===== src/rtl/julia_pkg.sv =====
// Shared types and defaults for the Julia coordinate generator.
package julia_pkg;

  localparam int unsigned COORD_W       = 27;
  localparam int unsigned FRAC_BITS     = 23;
  localparam int unsigned H_RES_DEFAULT = 640;
  localparam int unsigned V_RES_DEFAULT = 480;
  localparam int unsigned IDX_W_DEFAULT = 10;

  typedef logic signed [COORD_W-1:0] coord_t;

  typedef enum logic [1:0] {
    IDLE,
    LOAD,
    RUN,
    DONE
  } gen_state_t;

endpackage


===== src/rtl/julia_axis_stepper.sv =====
// One raster axis: index counter plus wrapping coordinate accumulator with
// base/step snapshot taken on load.
module julia_axis_stepper #(
  parameter int unsigned W       = 27,
  parameter int unsigned IDX_W   = 10,
  parameter int unsigned MAX_IDX = 639
) (
  input  logic             clk,
  input  logic             reset_n,
  input  logic             load,
  input  logic             step_en,
  input  logic             wrap,
  input  logic [W-1:0]     base,
  input  logic [W-1:0]     step,
  output logic [IDX_W-1:0] idx,
  output logic [W-1:0]     coord,
  output logic             at_max,
  output logic             at_max_nxt_c
);

  logic [W-1:0]     base_sh;
  logic [W-1:0]     step_sh;
  logic [IDX_W-1:0] idx_nxt;
  logic [W-1:0]     coord_nxt;

  // Repeated addition of the snapshotted step is exact modulo 2^W.
  always_comb begin
    idx_nxt   = idx;
    coord_nxt = coord;
    if (load) begin
      idx_nxt   = '0;
      coord_nxt = base;
    end else if (step_en) begin
      if (wrap) begin
        idx_nxt   = '0;
        coord_nxt = base_sh;
      end else begin
        idx_nxt   = idx + IDX_W'(1);
        coord_nxt = coord + step_sh;
      end
    end
    at_max_nxt_c = (idx_nxt == IDX_W'(MAX_IDX));
  end

  always_ff @(posedge clk or negedge reset_n) begin
    if (!reset_n) begin
      base_sh <= '0;
      step_sh <= '0;
      idx     <= '0;
      coord   <= '0;
      at_max  <= 1'b0;
    end else begin
      if (load) begin
        base_sh <= base;
        step_sh <= step;
      end
      idx    <= idx_nxt;
      coord  <= coord_nxt;
      at_max <= at_max_nxt_c;
    end
  end

endmodule


===== src/rtl/julia_coord_gen.sv =====
// Raster generator of per-pixel complex coordinates for the Julia iterators.
// JULIA_CONTINUOUS_FRAME_EN: frames restart back-to-back after the first start.
module julia_coord_gen #(
  parameter int unsigned COORD_W = julia_pkg::COORD_W,
  parameter int unsigned H_RES   = julia_pkg::H_RES_DEFAULT,
  parameter int unsigned V_RES   = julia_pkg::V_RES_DEFAULT,
  parameter int unsigned IDX_W   = julia_pkg::IDX_W_DEFAULT
) (
  input  logic               clk,
  input  logic               reset_n,
  input  logic [COORD_W-1:0] x_0,
  input  logic [COORD_W-1:0] x_step,
  input  logic [COORD_W-1:0] y_0,
  input  logic [COORD_W-1:0] y_step,
  input  logic               start,
  output logic               out_valid,
  input  logic               out_ready,
  output logic [COORD_W-1:0] c_re,
  output logic [COORD_W-1:0] c_im,
  output logic [IDX_W-1:0]   pix_col,
  output logic [IDX_W-1:0]   pix_row,
  output logic               last,
  output logic               busy,
  output logic               frame_done
);

  import julia_pkg::*;

  gen_state_t state;
  gen_state_t state_nxt;

  logic load;
  logic xfer;
  logic frame_end;
  logic x_step_en;
  logic y_step_en;
  logic x_at_max;
  logic y_at_max;
  logic x_max_nxt;
  logic y_max_nxt;

  julia_axis_stepper #(
    .W       (COORD_W),
    .IDX_W   (IDX_W),
    .MAX_IDX (H_RES - 1)
  ) u_x_axis (
    .clk          (clk),
    .reset_n      (reset_n),
    .load         (load),
    .step_en      (x_step_en),
    .wrap         (x_at_max),
    .base         (x_0),
    .step         (x_step),
    .idx          (pix_col),
    .coord        (c_re),
    .at_max       (x_at_max),
    .at_max_nxt_c (x_max_nxt)
  );

  julia_axis_stepper #(
    .W       (COORD_W),
    .IDX_W   (IDX_W),
    .MAX_IDX (V_RES - 1)
  ) u_y_axis (
    .clk          (clk),
    .reset_n      (reset_n),
    .load         (load),
    .step_en      (y_step_en),
    .wrap         (1'b0),
    .base         (y_0),
    .step         (y_step),
    .idx          (pix_row),
    .coord        (c_im),
    .at_max       (y_at_max),
    .at_max_nxt_c (y_max_nxt)
  );

  // Next state and stepper controls; out_ready only reaches registers.
  always_comb begin
    state_nxt = state;
    load      = 1'b0;
    xfer      = out_valid & out_ready;
    frame_end = xfer & x_at_max & y_at_max;
    x_step_en = xfer & ~frame_end;
    y_step_en = xfer & x_at_max & ~y_at_max;
    case (state)
      IDLE: if (start) state_nxt = LOAD;
      LOAD: begin
        load      = 1'b1;
        state_nxt = RUN;
      end
      RUN:  if (frame_end) state_nxt = DONE;
`ifdef JULIA_CONTINUOUS_FRAME_EN
      DONE: state_nxt = LOAD;
`else
      DONE: state_nxt = IDLE;
`endif
      default: state_nxt = IDLE;
    endcase
  end

  always_ff @(posedge clk or negedge reset_n) begin
    if (!reset_n) begin
      state      <= IDLE;
      out_valid  <= 1'b0;
      busy       <= 1'b0;
      frame_done <= 1'b0;
      last       <= 1'b0;
    end else begin
      state      <= state_nxt;
      out_valid  <= (state_nxt == RUN);
      busy       <= (state_nxt != IDLE);
      frame_done <= (state_nxt == DONE);
      last       <= (state_nxt == RUN) & x_max_nxt & y_max_nxt;
    end
  end

endmodule


===== config.mk =====
export PLATFORM = sky130hd
export DESIGN_NAME = julia_coord_gen
export DESIGN_NICKNAME = d
export VERILOG_FILES = /design/src/rtl/julia_pkg.sv /design/src/rtl/julia_axis_stepper.sv /design/src/rtl/julia_coord_gen.sv
export SDC_FILE = /design/constraint.sdc
export NUM_CORES = 1
export LEC_CHECK = 0
export CAP_MARGIN = 20
export CELL_PAD_IN_SITES_DETAIL_PLACEMENT = 2
export CELL_PAD_IN_SITES_GLOBAL_PLACEMENT = 2
export CORE_ASPECT_RATIO = 0.5
export CORE_MARGIN = 4
export CORE_UTILIZATION = 29
export DETAILED_ROUTE_END_ITERATION = 12
export PLACE_DENSITY_LB_ADDON = 0.1
export SLEW_MARGIN = 20
export SYNTH_ARGS = -nofsm -noshare
export SYNTH_HDL_FRONTEND = slang
export SYNTH_SLANG_ARGS = --single-unit

===== constraint.sdc =====
create_clock -name clk -period 2.5 [get_ports clk]
set_clock_uncertainty 0.05 [all_clocks]
set_input_delay 0.5 -clock clk [delete_from_list [all_inputs] [get_ports clk]]
set_output_delay 0.5 -clock clk [all_outputs]
set_load 0.01 [all_outputs]

# After elaboration in Yosys (flattened, before gate mapping)
# Index checks and enable logic that the tools add are counted.
# word_totals
inputBits	112
elab_cells	52
ff_bits	163
# op_classes
muxes	14
bitwise_logic	9
addsub	4
eq_ne	7
n_reduce_logical	4
# op_table
op	n
$mux 27	5
$add 27x27->27	2
$mux 10	5
$add 10x1->10 const B	2
$eq 10x10->1 const B	1
$eq 10x9->1 const B	1
$eq 2x2->1 const B	4
$pmux 2 s4	1
$and 1x1->1	7
$reduce_bool 2->1	3
$mux 2	2
$eq 2x1->1 const B	1
$logic_not 2->1	1
$not 1->1	2
$mux 1	1

# Logic depth before layout (Yosys ltp)
# logic_depth
ltp_word	10
ltp_mapped	12
ltp_nobuf	12

# Modules after synthesis
# From an unflattened synthesis, not the netlist that was laid out.
# unflattened
hier_cells	1094
area_unflattened_um2	10655.2
# by_module_without_submodules
module	cells_per_inst	area_per_inst_um2	instances	seq_area_each_um2
julia_axis_stepper (u_y_axis)	528	5191.2	1	2302.2
julia_axis_stepper (u_x_axis)	541	5188.7	1	2302.2
julia_coord_gen	25	275.3	1	150.1

# Worst setup path before layout
# No wires, ideal clock.
# synth_timing
path_type	reg-to-reg
start	register u_x_axis.coord[0]
end	register u_x_axis.coord[26]
path_slack_ps	-266
synth_period_minus_slack_ps	2766
stages_incl_launch_ff	13
arrival_ps	2605
required_time_ps	2340
cell_sequence	dfrtp_1 ha_1 inv_1 fa_1 nand2b_1 a21oi_1 o41a_1 nand2_1 a41o_1 o21bai_1 a31oi_2 mux2i_1 o41ai_1
# synth_between
elab_chain_cells	4
# synth_rtl
item	line	rtl
from (decl)	julia_axis_stepper.sv:16	output logic [W-1:0] coord,
from (signal assigned)	julia_axis_stepper.sv:58	coord <= coord_nxt;
$add 27x27->27	julia_axis_stepper.sv:39	coord_nxt = coord + step_sh;
$mux 27	julia_axis_stepper.sv:34	if (wrap) begin
$mux 27	julia_axis_stepper.sv:33	end else if (step_en) begin
$mux 27	julia_axis_stepper.sv:30	if (load) begin
# No other way between the ends. The select of a mux whose other input is x is not followed.
# A chain may end at the register's enable or synchronous reset.

# Worst setup path after layout
# layout_timing
start	register u_y_axis.coord[7]
end	register u_y_axis.coord[20]
# layout_between
elab_chain_cells	3
# layout_rtl
item	line
from (decl)	julia_axis_stepper.sv:16
from (signal assigned)	julia_axis_stepper.sv:58
$add 27x27->27	julia_axis_stepper.sv:39
$mux 27	julia_axis_stepper.sv:33
$mux 27	julia_axis_stepper.sv:30
# No other way between the ends. The select of a mux whose other input is x is not followed.

==> flow_summary.yaml <==
logic_synthesis:
  yosys_most_used_dff: "dfrtp_1"
  synthSimpleGateAreaFrac: 0.139
  syn_inst: 993
  synth-warning-count: 0
  muxShareOfSynthArea: 0.0821
  synth_adder_area_share: 0.0787
  async_flop_share: 1.00
  synth_nets: 1164
  synth-seq-area-share: 0.426
  netlist_area_sq_mm: 0.00958
  synth_xor_area_frac: 0.0512
  synth_compound_area_frac: 0.188
  avgSynthCellArea_sq_um: 9.64
  synth_top_family_by_area: "compound AO/OA/AOI/OAI gates"
  synth-edff-count: 0
  synth_cell_types: 73
  synth_seq_cells: 163
setup_path:
  worstPathRequired_ps: 2780
  worstSetupPathType: "reg -> reg"
  timing.rr.start: "u_y_axis.coord[7]"
  end_kind: "register"
  cp_num_buf_inv: 0
  cp.arrival_ps: 3100
  critPathMaxFanout: 4
  cp_cell_sequence: "ha_4, a211oi_2, nor2_1, or4_1, nor2_4, nor3_4, nor2_2, o21bai_1, xor2_1, a221o_1"
  cp-start-kind: "register"
  startpoint: "u_y_axis.coord[7]"
  slowest_delay_ps: 490
  crit_slowest_cell: "or4_1"
  crit_family: "simple AND/OR/NAND/NOR gates"
timing:
  finalMaxSlewViolations: 0
  hold_ws_ps: 462
  rsz0062_at_grt: "yes"
  slew-limit-headroom: 0.531
  clock.fmax_mhz: 355
  fin_ws_ps: -321
  worstMarginPinSlew_ps: 703
  post-route-period-util: 1.13
  hold_violations: 0
  setup-violations-final: 21
  fin_crit_ps: 2820
clock_network:
  ctsHtreeMaxLevel: 4
  cts.sinks: 163
  cts_tree: "done"
  clk_pin_slew_ps: 70
  ctsRootBufferMaster: "clkbuf_16"
  clk_latency_ps: 450
  cts_made_buffers: 17
  clockBufferDepth: 2
hold_path:
  hp-start: "u_x_axis.base_sh[13]"
  min_path_type: "reg -> reg"
drt:
  vias_per_cell: 5.05
  ant_nets: 0
  vias: 8850
  drc: 0
  drtIter0Drc: 263
  routedWlPerCell_microns: 19.8
  routed_wl_mm: 34.7
  dr.pass1.iters: 4
place:
  dpl_cell_area_sq_mm: 0.0129
  io_buffers: 189
  place_congestion: 0.818
  hpwl_mm: 24.1
power:
  power_density_mw_per_mm2: 1530
  ir_drop_mv: 0.601
  finalPower_w: 0.0219
  p_leak_nw: 6.11
die:
  die_w_microns: 265
  dieArea_sq_mm: 0.0362
  io_pins: 190
  die_y_microns: 136
  rows: 46
  core_area_sq_mm: 0.0321
  start_util: 0.298
global_routing:
  grt_pass1_wl_mm: 55.1
  gr-total-overflow: 0
  grt_pass1_vias: 10202
  antenna_found_initial: 0
  grt_use_total: 0.190
  grt_start_max_net_pins: 158
finish:
  fin_nets: 1481
  fin_util: 0.446
  fin_area_sq_mm: 0.0143
  antenna-diode-count: 0
  synthToLayoutAreaGrowth_pct: 49.5
  drive_above_1_share: 0.262
outcome:
  status: "finished, violations left"
  violations: "setup timing"
run:
  maxCapViolations: 0
## stage by stage
step                      setup WS (ps)  cells  setup TNS, ps
after global routing               -423   1753          -6950
after detailed placement           -474   1696          -5700
final                              -321   1753          -2900
after global placement             -387   1696          -3270
after floorplan                   -60.3    993           -171
after CTS                          -271   1747          -3030
## power breakdown
| group | switching (W) | internal (W) |
|---|---|---|
| logic | 0.00707 | 0.00729 |
| registers | 0.000901 | 0.00380 |
| clock network | 0.00118 | 0.00161 |
## final cells by class
class	instances	area, sq um
inverters	46	173
multi-input cells	741	5830
clock inverters	9	131
repair buffers	341	3100
fillers	3442	17800
flip-flops and latches	163	4080
well taps	432	541
clock buffers	21	460
## cell usage after synthesis (all sizes together) (17+ instances only)
cell type / n / area share
ha: 57 / 0.074
a21o: 32 / 0.025
a21oi: 77 / 0.041
nor2: 60 / 0.025
nand2: 92 / 0.036
inv: 46 / 0.018
xnor2: 32 / 0.029
nor3: 17 / 0.0099
o21ai: 94 / 0.049
xor2: 24 / 0.022
clkbuf: 37 / 0.015
mux2: 60 / 0.071
dfrtp: 163 / 0.43
## repair_timing
action,CTS,global route
buffers inserted,24,12
pin swaps,43,42
setup endpoints to repair,29,35
gates resized for setup,50,70
hold buffers,1,0
endpoints found under the hold margin,46,0
## placed cells by master (no fill, tap or decap), types with 17 or more instances in the layout
master,n
mux2_2,60
xor2_1,22
a21oi_1,63
o21ai_0,77
clkbuf_16,17
nor2_1,50
clkdlybuf4s50_1,187
nand2_1,88
buf_4,142
dfrtp_1,161
ha_1,39
xnor2_1,30
a21o_1,32
inv_1,44
## logic make-up after synthesis
| kind of cell | Yosys count |
|---|---|
| muxes | 71 |
| xor gates and xnor gates | 56 |
| AOI/OAI and AO/OA | 287 |
| and+or+nand+nor | 268 |
| DFF | 163 |
| adders and majority gates | 59 |
| buffers and inverters | 89 |
## worst paths after layout
path,slack [ps],end,cells past startpoint
max in group asynchronous,1150,u_x_axis.base_sh[24],3
worst max-delay path,-320,u_y_axis.coord[20],10
min in group asynchronous,530,u_x_axis.coord[8],2
worst min-delay path,460,u_x_axis.base_sh[13],1
worst min register to register,460,u_x_axis.base_sh[13],1
worst max register to register,-320,u_y_axis.coord[20],10
## metal layers
layer | track usage | vias up | share of wire
li1 | - | 4183 | -
met1 | 0.219 | 4552 | 0.41
met2 | 0.373 | 88 | 0.55
met3 | 0.0296 | 27 | 0.022
met4 | 0.0437 | 0 | 0.012
met5 | 0 | - | 0
## registers in the layout, summed over array words and instances, names as in the netlist, 2 cells and up
register          cells
u_x_axis.base_sh     27
u_x_axis.coord       27
u_x_axis.step_sh     27
u_y_axis.coord       27
u_y_axis.step_sh     27
u_x_axis.idx         10
u_y_axis.idx         10
state                 2
(Power assumes the default switching activity.)
